$ cat src/rtl/core_pkg.sv
// Shared trap-controller constants: CSR map, cause codes, mtvec modes, FSM states.
package core_pkg;

  localparam int unsigned XLEN   = 32;
  localparam int unsigned CSR_AW = 12;
  localparam int unsigned CNT_W  = 4;

  localparam logic [CSR_AW-1:0] CSR_MSTATUS = 12'h300;
  localparam logic [CSR_AW-1:0] CSR_MIE     = 12'h304;
  localparam logic [CSR_AW-1:0] CSR_MTVEC   = 12'h305;
  localparam logic [CSR_AW-1:0] CSR_MEPC    = 12'h341;
  localparam logic [CSR_AW-1:0] CSR_MCAUSE  = 12'h342;
  localparam logic [CSR_AW-1:0] CSR_MIP     = 12'h344;

  localparam int unsigned MSTATUS_MIE_BIT  = 3;
  localparam int unsigned MSTATUS_MPIE_BIT = 7;
  localparam int unsigned MEIE_BIT         = 11;

  localparam logic [XLEN-1:0] ILLEGAL_INSN   = 32'd2;
  localparam logic [XLEN-1:0] M_EXT_IRQ      = 32'h8000_000B;
  localparam logic [XLEN-1:0] IRQ_VEC_OFFSET = 32'h0000_002C;

  localparam logic [1:0] MTVEC_DIRECT   = 2'd0;
  localparam logic [1:0] MTVEC_VECTORED = 2'd1;

  typedef enum logic [1:0] {
    ST_IDLE,
    ST_FLUSH,
    ST_REDIRECT
  } trap_state_e;

endpackage

$ cat src/rtl/trap_unit_if.sv
// Commit-side / fetch-side signal bundle for the trap controller.
interface trap_unit_if;
  import core_pkg::*;

  logic [XLEN-1:0]   pc_exc;
  logic [XLEN-1:0]   cause;
  logic              exception_pending;
  logic              mret;
  logic              sret;
  logic              uret;
  logic [XLEN-1:0]   csr_wb;
  logic [CSR_AW-1:0] csr_wb_addr;
  logic              csr_we;
  logic              irq_ext;
  logic [CSR_AW-1:0] csr_raddr;
  logic [XLEN-1:0]   csr_rdata;
  logic              flush;
  logic              redirect_valid;
  logic [XLEN-1:0]   redirect_pc;
  logic              busy;

  modport master (
    output pc_exc, cause, exception_pending, mret, sret, uret,
           csr_wb, csr_wb_addr, csr_we, irq_ext, csr_raddr,
    input  csr_rdata, flush, redirect_valid, redirect_pc, busy
  );

  modport slave (
    input  pc_exc, cause, exception_pending, mret, sret, uret,
           csr_wb, csr_wb_addr, csr_we, irq_ext, csr_raddr,
    output csr_rdata, flush, redirect_valid, redirect_pc, busy
  );

endinterface

$ cat src/rtl/trap_csr_file.sv
// Trap CSR storage: write masking, trap/return side effects, read mux with mip.
module trap_csr_file import core_pkg::*; #(
  parameter logic [XLEN-1:0] RESET_MTVEC = 32'h0000_0100
) (
  input  logic              clk,
  input  logic              rst,
  input  logic              csr_we_i,
  input  logic [CSR_AW-1:0] csr_waddr_i,
  input  logic [XLEN-1:0]   csr_wdata_i,
  input  logic              trap_enter_i,
  input  logic              mret_i,
  input  logic [XLEN-1:0]   trap_mepc_i,
  input  logic [XLEN-1:0]   trap_mcause_i,
  input  logic              irq_ext_i,
  input  logic [CSR_AW-1:0] csr_raddr_i,
  output logic [XLEN-1:0]   csr_rdata_c_o,
  output logic              mie_o,
  output logic              meie_o,
  output logic [XLEN-1:0]   mtvec_o,
  output logic [XLEN-1:0]   mepc_o
);

  localparam logic [XLEN-1:0] ALIGN_MASK = 32'hFFFF_FFFC;

  logic            mie_q, mie_d;
  logic            mpie_q, mpie_d;
  logic            meie_q, meie_d;
  logic [XLEN-1:0] mtvec_q, mtvec_d;
  logic [XLEN-1:0] mepc_q, mepc_d;
  logic [XLEN-1:0] mcause_q, mcause_d;

  // Next-state: trap entry beats mret beats a software CSR write.
  always_comb begin
    mie_d    = mie_q;
    mpie_d   = mpie_q;
    meie_d   = meie_q;
    mtvec_d  = mtvec_q;
    mepc_d   = mepc_q;
    mcause_d = mcause_q;
    if (trap_enter_i) begin
      mpie_d   = mie_q;
      mie_d    = 1'b0;
      mepc_d   = trap_mepc_i & ALIGN_MASK;
      mcause_d = trap_mcause_i;
    end else if (mret_i) begin
      mie_d  = mpie_q;
      mpie_d = 1'b1;
    end else if (csr_we_i) begin
      case (csr_waddr_i)
        CSR_MSTATUS: begin
          mie_d  = csr_wdata_i[MSTATUS_MIE_BIT];
          mpie_d = csr_wdata_i[MSTATUS_MPIE_BIT];
        end
        CSR_MIE:    meie_d   = csr_wdata_i[MEIE_BIT];
        CSR_MTVEC:  mtvec_d  = {csr_wdata_i[XLEN-1:2],
                                (csr_wdata_i[1:0] == MTVEC_VECTORED) ? MTVEC_VECTORED : MTVEC_DIRECT};
        CSR_MEPC:   mepc_d   = csr_wdata_i & ALIGN_MASK;
        CSR_MCAUSE: mcause_d = csr_wdata_i;
        default: ;
      endcase
    end
  end

  // CSR registers.
  always_ff @(posedge clk or posedge rst) begin
    if (rst) begin
      mie_q    <= 1'b0;
      mpie_q   <= 1'b0;
      meie_q   <= 1'b0;
      mtvec_q  <= RESET_MTVEC;
      mepc_q   <= '0;
      mcause_q <= '0;
    end else begin
      mie_q    <= mie_d;
      mpie_q   <= mpie_d;
      meie_q   <= meie_d;
      mtvec_q  <= mtvec_d;
      mepc_q   <= mepc_d;
      mcause_q <= mcause_d;
    end
  end

  // Read mux; unimplemented addresses read zero.
  always_comb begin
    csr_rdata_c_o = '0;
    case (csr_raddr_i)
      CSR_MSTATUS: begin
        csr_rdata_c_o[MSTATUS_MIE_BIT]  = mie_q;
        csr_rdata_c_o[MSTATUS_MPIE_BIT] = mpie_q;
      end
      CSR_MIE:    csr_rdata_c_o[MEIE_BIT] = meie_q;
      CSR_MTVEC:  csr_rdata_c_o = mtvec_q;
      CSR_MEPC:   csr_rdata_c_o = mepc_q;
      CSR_MCAUSE: csr_rdata_c_o = mcause_q;
      CSR_MIP:    csr_rdata_c_o[MEIE_BIT] = irq_ext_i;
      default: ;
    endcase
  end

  assign mie_o   = mie_q;
  assign meie_o  = meie_q;
  assign mtvec_o = mtvec_q;
  assign mepc_o  = mepc_q;

endmodule

$ cat src/rtl/trap_unit.sv
// Machine-mode trap controller: event priority, target selection, flush/redirect FSM.
module trap_unit import core_pkg::*; #(
  parameter int unsigned     FLUSH_CYCLES = 2,
  parameter logic [XLEN-1:0] RESET_MTVEC  = 32'h0000_0100
) (
  input  logic       clk,
  input  logic       rst,
  trap_unit_if.slave bus
);

  trap_state_e       state_q, state_d;
  logic [CNT_W-1:0]  cnt_q, cnt_d;
  logic [XLEN-1:0]   redirect_pc_q, redirect_pc_d;
  logic              flush_q, flush_d;
  logic              redirect_valid_q, redirect_valid_d;
  logic              busy_q, busy_d;

  logic              trap_enter_c;
  logic              mret_c;
  logic              csr_we_c;
  logic [XLEN-1:0]   trap_mepc_c;
  logic [XLEN-1:0]   trap_mcause_c;
  logic              irq_take_c;
  logic [XLEN-1:0]   trap_base_c;
  logic [XLEN-1:0]   csr_rdata_c;
  logic              mie;
  logic              meie;
  logic [XLEN-1:0]   mtvec;
  logic [XLEN-1:0]   mepc;

  trap_csr_file #(.RESET_MTVEC(RESET_MTVEC)) u_csr (
    .clk           (clk),
    .rst           (rst),
    .csr_we_i      (csr_we_c),
    .csr_waddr_i   (bus.csr_wb_addr),
    .csr_wdata_i   (bus.csr_wb),
    .trap_enter_i  (trap_enter_c),
    .mret_i        (mret_c),
    .trap_mepc_i   (trap_mepc_c),
    .trap_mcause_i (trap_mcause_c),
    .irq_ext_i     (bus.irq_ext),
    .csr_raddr_i   (bus.csr_raddr),
    .csr_rdata_c_o (csr_rdata_c),
    .mie_o         (mie),
    .meie_o        (meie),
    .mtvec_o       (mtvec),
    .mepc_o        (mepc)
  );

  // Event decode in IDLE and flush/redirect sequencing.
  always_comb begin
    state_d       = state_q;
    cnt_d         = cnt_q;
    redirect_pc_d = redirect_pc_q;
    trap_enter_c  = 1'b0;
    mret_c        = 1'b0;
    csr_we_c      = 1'b0;
    trap_mepc_c   = bus.pc_exc;
    trap_mcause_c = bus.cause;
    irq_take_c    = mie & meie & bus.irq_ext;
    trap_base_c   = {mtvec[XLEN-1:2], 2'b00};
    case (state_q)
      ST_IDLE: begin
        if (bus.exception_pending) begin
          trap_enter_c  = 1'b1;
          redirect_pc_d = trap_base_c;
        end else if (bus.sret || bus.uret) begin
          trap_enter_c  = 1'b1;
          trap_mcause_c = ILLEGAL_INSN;
          redirect_pc_d = trap_base_c;
        end else if (bus.mret) begin
          mret_c        = 1'b1;
          redirect_pc_d = mepc;
        end else if (irq_take_c) begin
          trap_enter_c  = 1'b1;
          trap_mepc_c   = bus.pc_exc + 32'd4;
          trap_mcause_c = M_EXT_IRQ;
          redirect_pc_d = (mtvec[1:0] == MTVEC_VECTORED) ? trap_base_c + IRQ_VEC_OFFSET
                                                         : trap_base_c;
        end else begin
          csr_we_c = bus.csr_we;
        end
        if (trap_enter_c || mret_c) begin
          state_d = ST_FLUSH;
          cnt_d   = CNT_W'(FLUSH_CYCLES - 1);
        end
      end
      ST_FLUSH: begin
        if (cnt_q == '0) state_d = ST_REDIRECT;
        else             cnt_d   = cnt_q - CNT_W'(1);
      end
      ST_REDIRECT: state_d = ST_IDLE;
      default:     state_d = ST_IDLE;
    endcase
    flush_d          = (state_d == ST_FLUSH);
    redirect_valid_d = (state_d == ST_REDIRECT);
    busy_d           = (state_d != ST_IDLE);
  end

  // FSM state, counter, target and registered outputs.
  always_ff @(posedge clk or posedge rst) begin
    if (rst) begin
      state_q          <= ST_IDLE;
      cnt_q            <= '0;
      redirect_pc_q    <= '0;
      flush_q          <= 1'b0;
      redirect_valid_q <= 1'b0;
      busy_q           <= 1'b0;
    end else begin
      state_q          <= state_d;
      cnt_q            <= cnt_d;
      redirect_pc_q    <= redirect_pc_d;
      flush_q          <= flush_d;
      redirect_valid_q <= redirect_valid_d;
      busy_q           <= busy_d;
    end
  end

  assign bus.csr_rdata      = csr_rdata_c;
  assign bus.flush          = flush_q;
  assign bus.redirect_valid = redirect_valid_q;
  assign bus.redirect_pc    = redirect_pc_q;
  assign bus.busy           = busy_q;

endmodule

$ cat src/flat_wrapper.sv
// flat-port wrapper written by rule: the top's interface ports become plain ports
module trap_unit_flat import core_pkg::*;
#(
  parameter int unsigned     FLUSH_CYCLES = 2,
  parameter logic [XLEN-1:0] RESET_MTVEC  = 32'h0000_0100
)
  (clk, rst, bus_pc_exc, bus_cause, bus_exception_pending, bus_mret, bus_sret, bus_uret, bus_csr_wb, bus_csr_wb_addr, bus_csr_we, bus_irq_ext, bus_csr_raddr, bus_csr_rdata, bus_flush, bus_redirect_valid, bus_redirect_pc, bus_busy);
  trap_unit_if bus_i ();
  input  logic clk;
  input  logic rst;
  input wire logic [$bits(bus_i.pc_exc)-1:0] bus_pc_exc;
  input wire logic [$bits(bus_i.cause)-1:0] bus_cause;
  input wire logic [$bits(bus_i.exception_pending)-1:0] bus_exception_pending;
  input wire logic [$bits(bus_i.mret)-1:0] bus_mret;
  input wire logic [$bits(bus_i.sret)-1:0] bus_sret;
  input wire logic [$bits(bus_i.uret)-1:0] bus_uret;
  input wire logic [$bits(bus_i.csr_wb)-1:0] bus_csr_wb;
  input wire logic [$bits(bus_i.csr_wb_addr)-1:0] bus_csr_wb_addr;
  input wire logic [$bits(bus_i.csr_we)-1:0] bus_csr_we;
  input wire logic [$bits(bus_i.irq_ext)-1:0] bus_irq_ext;
  input wire logic [$bits(bus_i.csr_raddr)-1:0] bus_csr_raddr;
  output wire logic [$bits(bus_i.csr_rdata)-1:0] bus_csr_rdata;
  output wire logic [$bits(bus_i.flush)-1:0] bus_flush;
  output wire logic [$bits(bus_i.redirect_valid)-1:0] bus_redirect_valid;
  output wire logic [$bits(bus_i.redirect_pc)-1:0] bus_redirect_pc;
  output wire logic [$bits(bus_i.busy)-1:0] bus_busy;
  assign bus_i.pc_exc = bus_pc_exc;
  assign bus_i.cause = bus_cause;
  assign bus_i.exception_pending = bus_exception_pending;
  assign bus_i.mret = bus_mret;
  assign bus_i.sret = bus_sret;
  assign bus_i.uret = bus_uret;
  assign bus_i.csr_wb = bus_csr_wb;
  assign bus_i.csr_wb_addr = bus_csr_wb_addr;
  assign bus_i.csr_we = bus_csr_we;
  assign bus_i.irq_ext = bus_irq_ext;
  assign bus_i.csr_raddr = bus_csr_raddr;
  assign bus_csr_rdata = bus_i.csr_rdata;
  assign bus_flush = bus_i.flush;
  assign bus_redirect_valid = bus_i.redirect_valid;
  assign bus_redirect_pc = bus_i.redirect_pc;
  assign bus_busy = bus_i.busy;
  trap_unit #(.FLUSH_CYCLES(FLUSH_CYCLES), .RESET_MTVEC(RESET_MTVEC)) u_core (.clk(clk), .rst(rst), .bus(bus_i));
endmodule
$ cat config.mk
export PLATFORM = sky130hd
export DESIGN_NAME = trap_unit_flat
export DESIGN_NICKNAME = d
export VERILOG_FILES = /design/src/rtl/core_pkg.sv /design/src/rtl/trap_unit_if.sv /design/src/rtl/trap_csr_file.sv /design/src/rtl/trap_unit.sv /design/src/flat_wrapper.sv
export SDC_FILE = /design/constraint.sdc
export NUM_CORES = 1
export LEC_CHECK = 0
export BUFFER_PORTS_ARGS = -buffer_cell sky130_fd_sc_hd__clkbuf_2
export CORE_MARGIN = 4
export CORE_UTILIZATION = 33
export DETAILED_ROUTE_END_ITERATION = 8
export SYNTH_ARGS = -nofsm -noshare
export SYNTH_HDL_FRONTEND = slang
export SYNTH_SLANG_ARGS = --single-unit
$ cat constraint.sdc
create_clock -name clk -period 14.2 [get_ports clk]
set_input_delay 2.84 -clock clk [delete_from_list [all_inputs] [get_ports clk]]
set_output_delay 2.84 -clock clk [all_outputs]
set_load 0.01 [all_outputs]
==> results.toml <==
[timing]
slew_headroom_pct = 32.81
final.setup_skew_ps = 15.87
period_needed_ps = 7658
maxSlewViolCount = 0
finalCritPeriodShare_pct = 53.93
worstMarginPinSlew_ps = 1008
setup_viol_count_final = 0
hold_viol_final = 0
max_freq_mhz = 130.6
rsz0062_at_grt = "no"
setup-tns-final_ps = 0

[floorplanning]
core-area_mm2 = 0.02511
die_y_um = 167.6
dieArea_mm2 = 0.02808
std_cell_rows = 58
dieWidth_um = 167.6
pin_count = 195
initial_core_util_pct = 33.47

[layout]
layout.nets = 1176
drive_above_1_share_pct = 28.38
area_growth_pct = 21.81
fin_area_mm2 = 0.01024

[power_and_ir_drop]
p_per_area_mw_per_mm2 = 157.3
swShare_pct = 35.25
intPower_mw = 1.043
clkPwrFrac_pct = 29.1
power_frac_seq_pct = 38.3
power_frac_comb_pct = 32.5
p_leak_nw = 4.604
irDropWorstVdd_mv = 0.08756
p_sw_mw = 0.5678

[global_routing]
overflow = 0
grt_pass1_wl_mm = 45.33
grt_max_degree = 80
grt_usage_pct = 20.47
grt_pass1_vias = 7593
antenna_found_initial = 2

[clock_tree]
cts_max_path_buffers = 2
hold_buffers = 0
cts_htree_levels = 4
cts.repair.resized = 0
post-cts-setup-buffer-count = 0
clk-insertion-delay-late_ps = 420
clk_pin_slew_ps = 60
numCtsBuffers = 17
clkSinkCount = 135
cts-root-buf = "clkbuf_16"
cts_tree = "yes"

[logic_synthesis]
yosysSeqAreaShare_pct = 40.21
avgSynthCellArea_um2 = 9.475
synth-edff-count = 0
synthTopCellsByCount = "134 x dfrtp_1, 103 x nand2_1, 48 x o21ai_0"
ys_async_sr_fraction_pct = 100.0
synth_seq_cells = 135
yosysWarnings = 0
synth_top_area_cell = "dfrtp_1"
synthesis.instances = 887
synth.most_common_cell = "dfrtp_1"
netlist_top_cells_area = "dfrtp_1 40%, mux2_2 5.9%, mux2i_1 4.8%"
synth.top_cell.area_share_pct = 39.90
ys_types = 73
syn-cell-area_mm2 = 0.008404
synth_ff_type = "dfrtp_1"

[run_status]
status = "complete, no violations"

[min_path]
min-delay-path-class = "flop to flop"

[critical_path]
required_ps = 11360
cp_data_arrival_time_ps = 4820
endpoint_kind = "output pin"
setup.worst_path.start = "bus_csr_raddr[10]"
ff2ff_setup_slack_ps = 11350
r2r-start = "u_core.u_csr.meie_o"
endpoint = "bus_csr_rdata[31]"
startpoint_type = "input pin"
reg2reg_depth = 5
worstPathMaxFanout = 31
worstSetupPathType = "input pin to output pin"
r2r-end = "u_core.u_csr.mepc_o[18]"

[placement]
finalWeightedCongestion = 0.9132
dp_hpwl_mm = 21.91
io_buffers = 190
placed_area_mm2 = 0.009609

[detailed_routing]
first_iter_violations = 940
drcViolationCount = 0
wl_mm = 29.45
drt_first_pass_iters = 8
vias = 7895
wl_per_cell_um = 21.22
avgViaCountPerCell = 5.688
ant_nets = 0

[flow_run]
cap_viol_max_count = 0
==> cells in the final DEF, fill, tap and decap left out, types with 20 or more instances in the layout <==
cell | netlist | layout
nor2_1 | 33 | 32
a21oi_1 | 36 | 35
dfrtp_1 | 134 | 134
nor3_1 | 22 | 21
o31ai_1 | 20 | 20
mux2i_1 | 40 | 40
a22oi_1 | 20 | 20
o21ai_0 | 48 | 48
inv_1 | 35 | 34
mux2_1 | 20 | 20
clkbuf_2 | 1 | 190
mux2_2 | 44 | 44
nand2_1 | 103 | 103
a22o_1 | 31 | 31
==> state kept, by name, indices dropped and copies added (netlist names) <==
name	count
u_core.u_csr.mcause_q	32
u_core.u_csr.mtvec_o	31
u_core.bus.redirect_pc	30
u_core.u_csr.mepc_o	30
u_core.cnt_q	4
u_core.state_q	2
u_core.bus.busy	1
u_core.bus.flush	1
u_core.bus.redirect_valid	1
u_core.u_csr.meie_o	1
u_core.u_csr.mie_o	1
u_core.u_csr.mpie_q	1
==> stage by stage <==
stage               hold WS, ps  utilization, %  power (mW)  cells  worst slack [ps]
floorplan                 459.0               -      0.9442    888              7080
global placement          464.4           38.27       1.132   1355              6592
detailed placement        468.6           38.27       1.146   1355              6600
CTS                       481.3           40.76       1.618   1387              6596
global route              504.8           40.77       1.700   1388              6464
finish                    475.9           40.77       1.611   1388              6542
==> logic make-up (layout without fill, tap and decap cells) <==
family                     after synthesis  in the layout  share of synthesized area, %
AOI/OAI and AO/OA                      241            241                         20.43
and+or+nand+nor                        279            279                         17.70
buffers and inverters                  102            271                         5.493
other                                    1              3                       0.04462
xor gates and xnor gates                21             21                         2.189
DFF                                    135            135                         40.21
muxes                                  104            104                         13.34
adders and majority gates                4              4                        0.5955
==> worst min path at each step <==
stage	cells past startpoint	slack (ps)	start	to
2_1_floorplan	1	460	u_core.u_csr.mcause_q[10]	u_core.u_csr.mcause_q[10]
3_5_place_dp	2	470	u_core.bus.redirect_pc[17]	u_core.bus.redirect_pc[17]
5_1_grt	2	500	u_core.bus.redirect_pc[11]	u_core.bus.redirect_pc[11]
3_3_place_gp	2	460	u_core.bus.redirect_pc[3]	u_core.bus.redirect_pc[3]
6_report	2	480	u_core.bus.redirect_pc[20]	u_core.bus.redirect_pc[20]
4_1_cts	2	480	u_core.bus.redirect_pc[17]	u_core.bus.redirect_pc[17]
==> critical path: stages <==
cell,delay [ps]
clkbuf_2,80
nor4_1,260
nand2_1,260
nor2_4,800
a222oi_1,320
inv_1,120
clkbuf_2,130
==> metal layers <==
metal	share of wire (%)	wire, um	GRT usage (%)	vias to the layer above
met4	1.7	505	5.822	2
met1	46	13660	30.50	3852
met3	7.2	2119	3.636	31
li1	-	-	-	3669
met5	0.044	13	0	-
met2	45	13160	30.49	341
==> power groups by stage <==
stage	clock [mW]	combinational, mW	sequential, mW
finish	0.470	0.524	0.617
global route	0.493	0.575	0.632
CTS	0.477	0.528	0.614
detailed placement	0	0.526	0.620
global placement	0	0.517	0.615
floorplan	0	0.347	0.597
==> cell type report <==
cell class              instances  area, um2
multi-input cells             651       4628
repair buffers                203       1049
well taps                     330      412.9
diodes                          1      2.502
flip-flops and latches        135       3379
fillers                      2571      14870
clock buffers                  23      488.0
inverters                      36      140.1
clock inverters                 9      137.6
No activity file was read; power rests on OpenSTA's default activity.
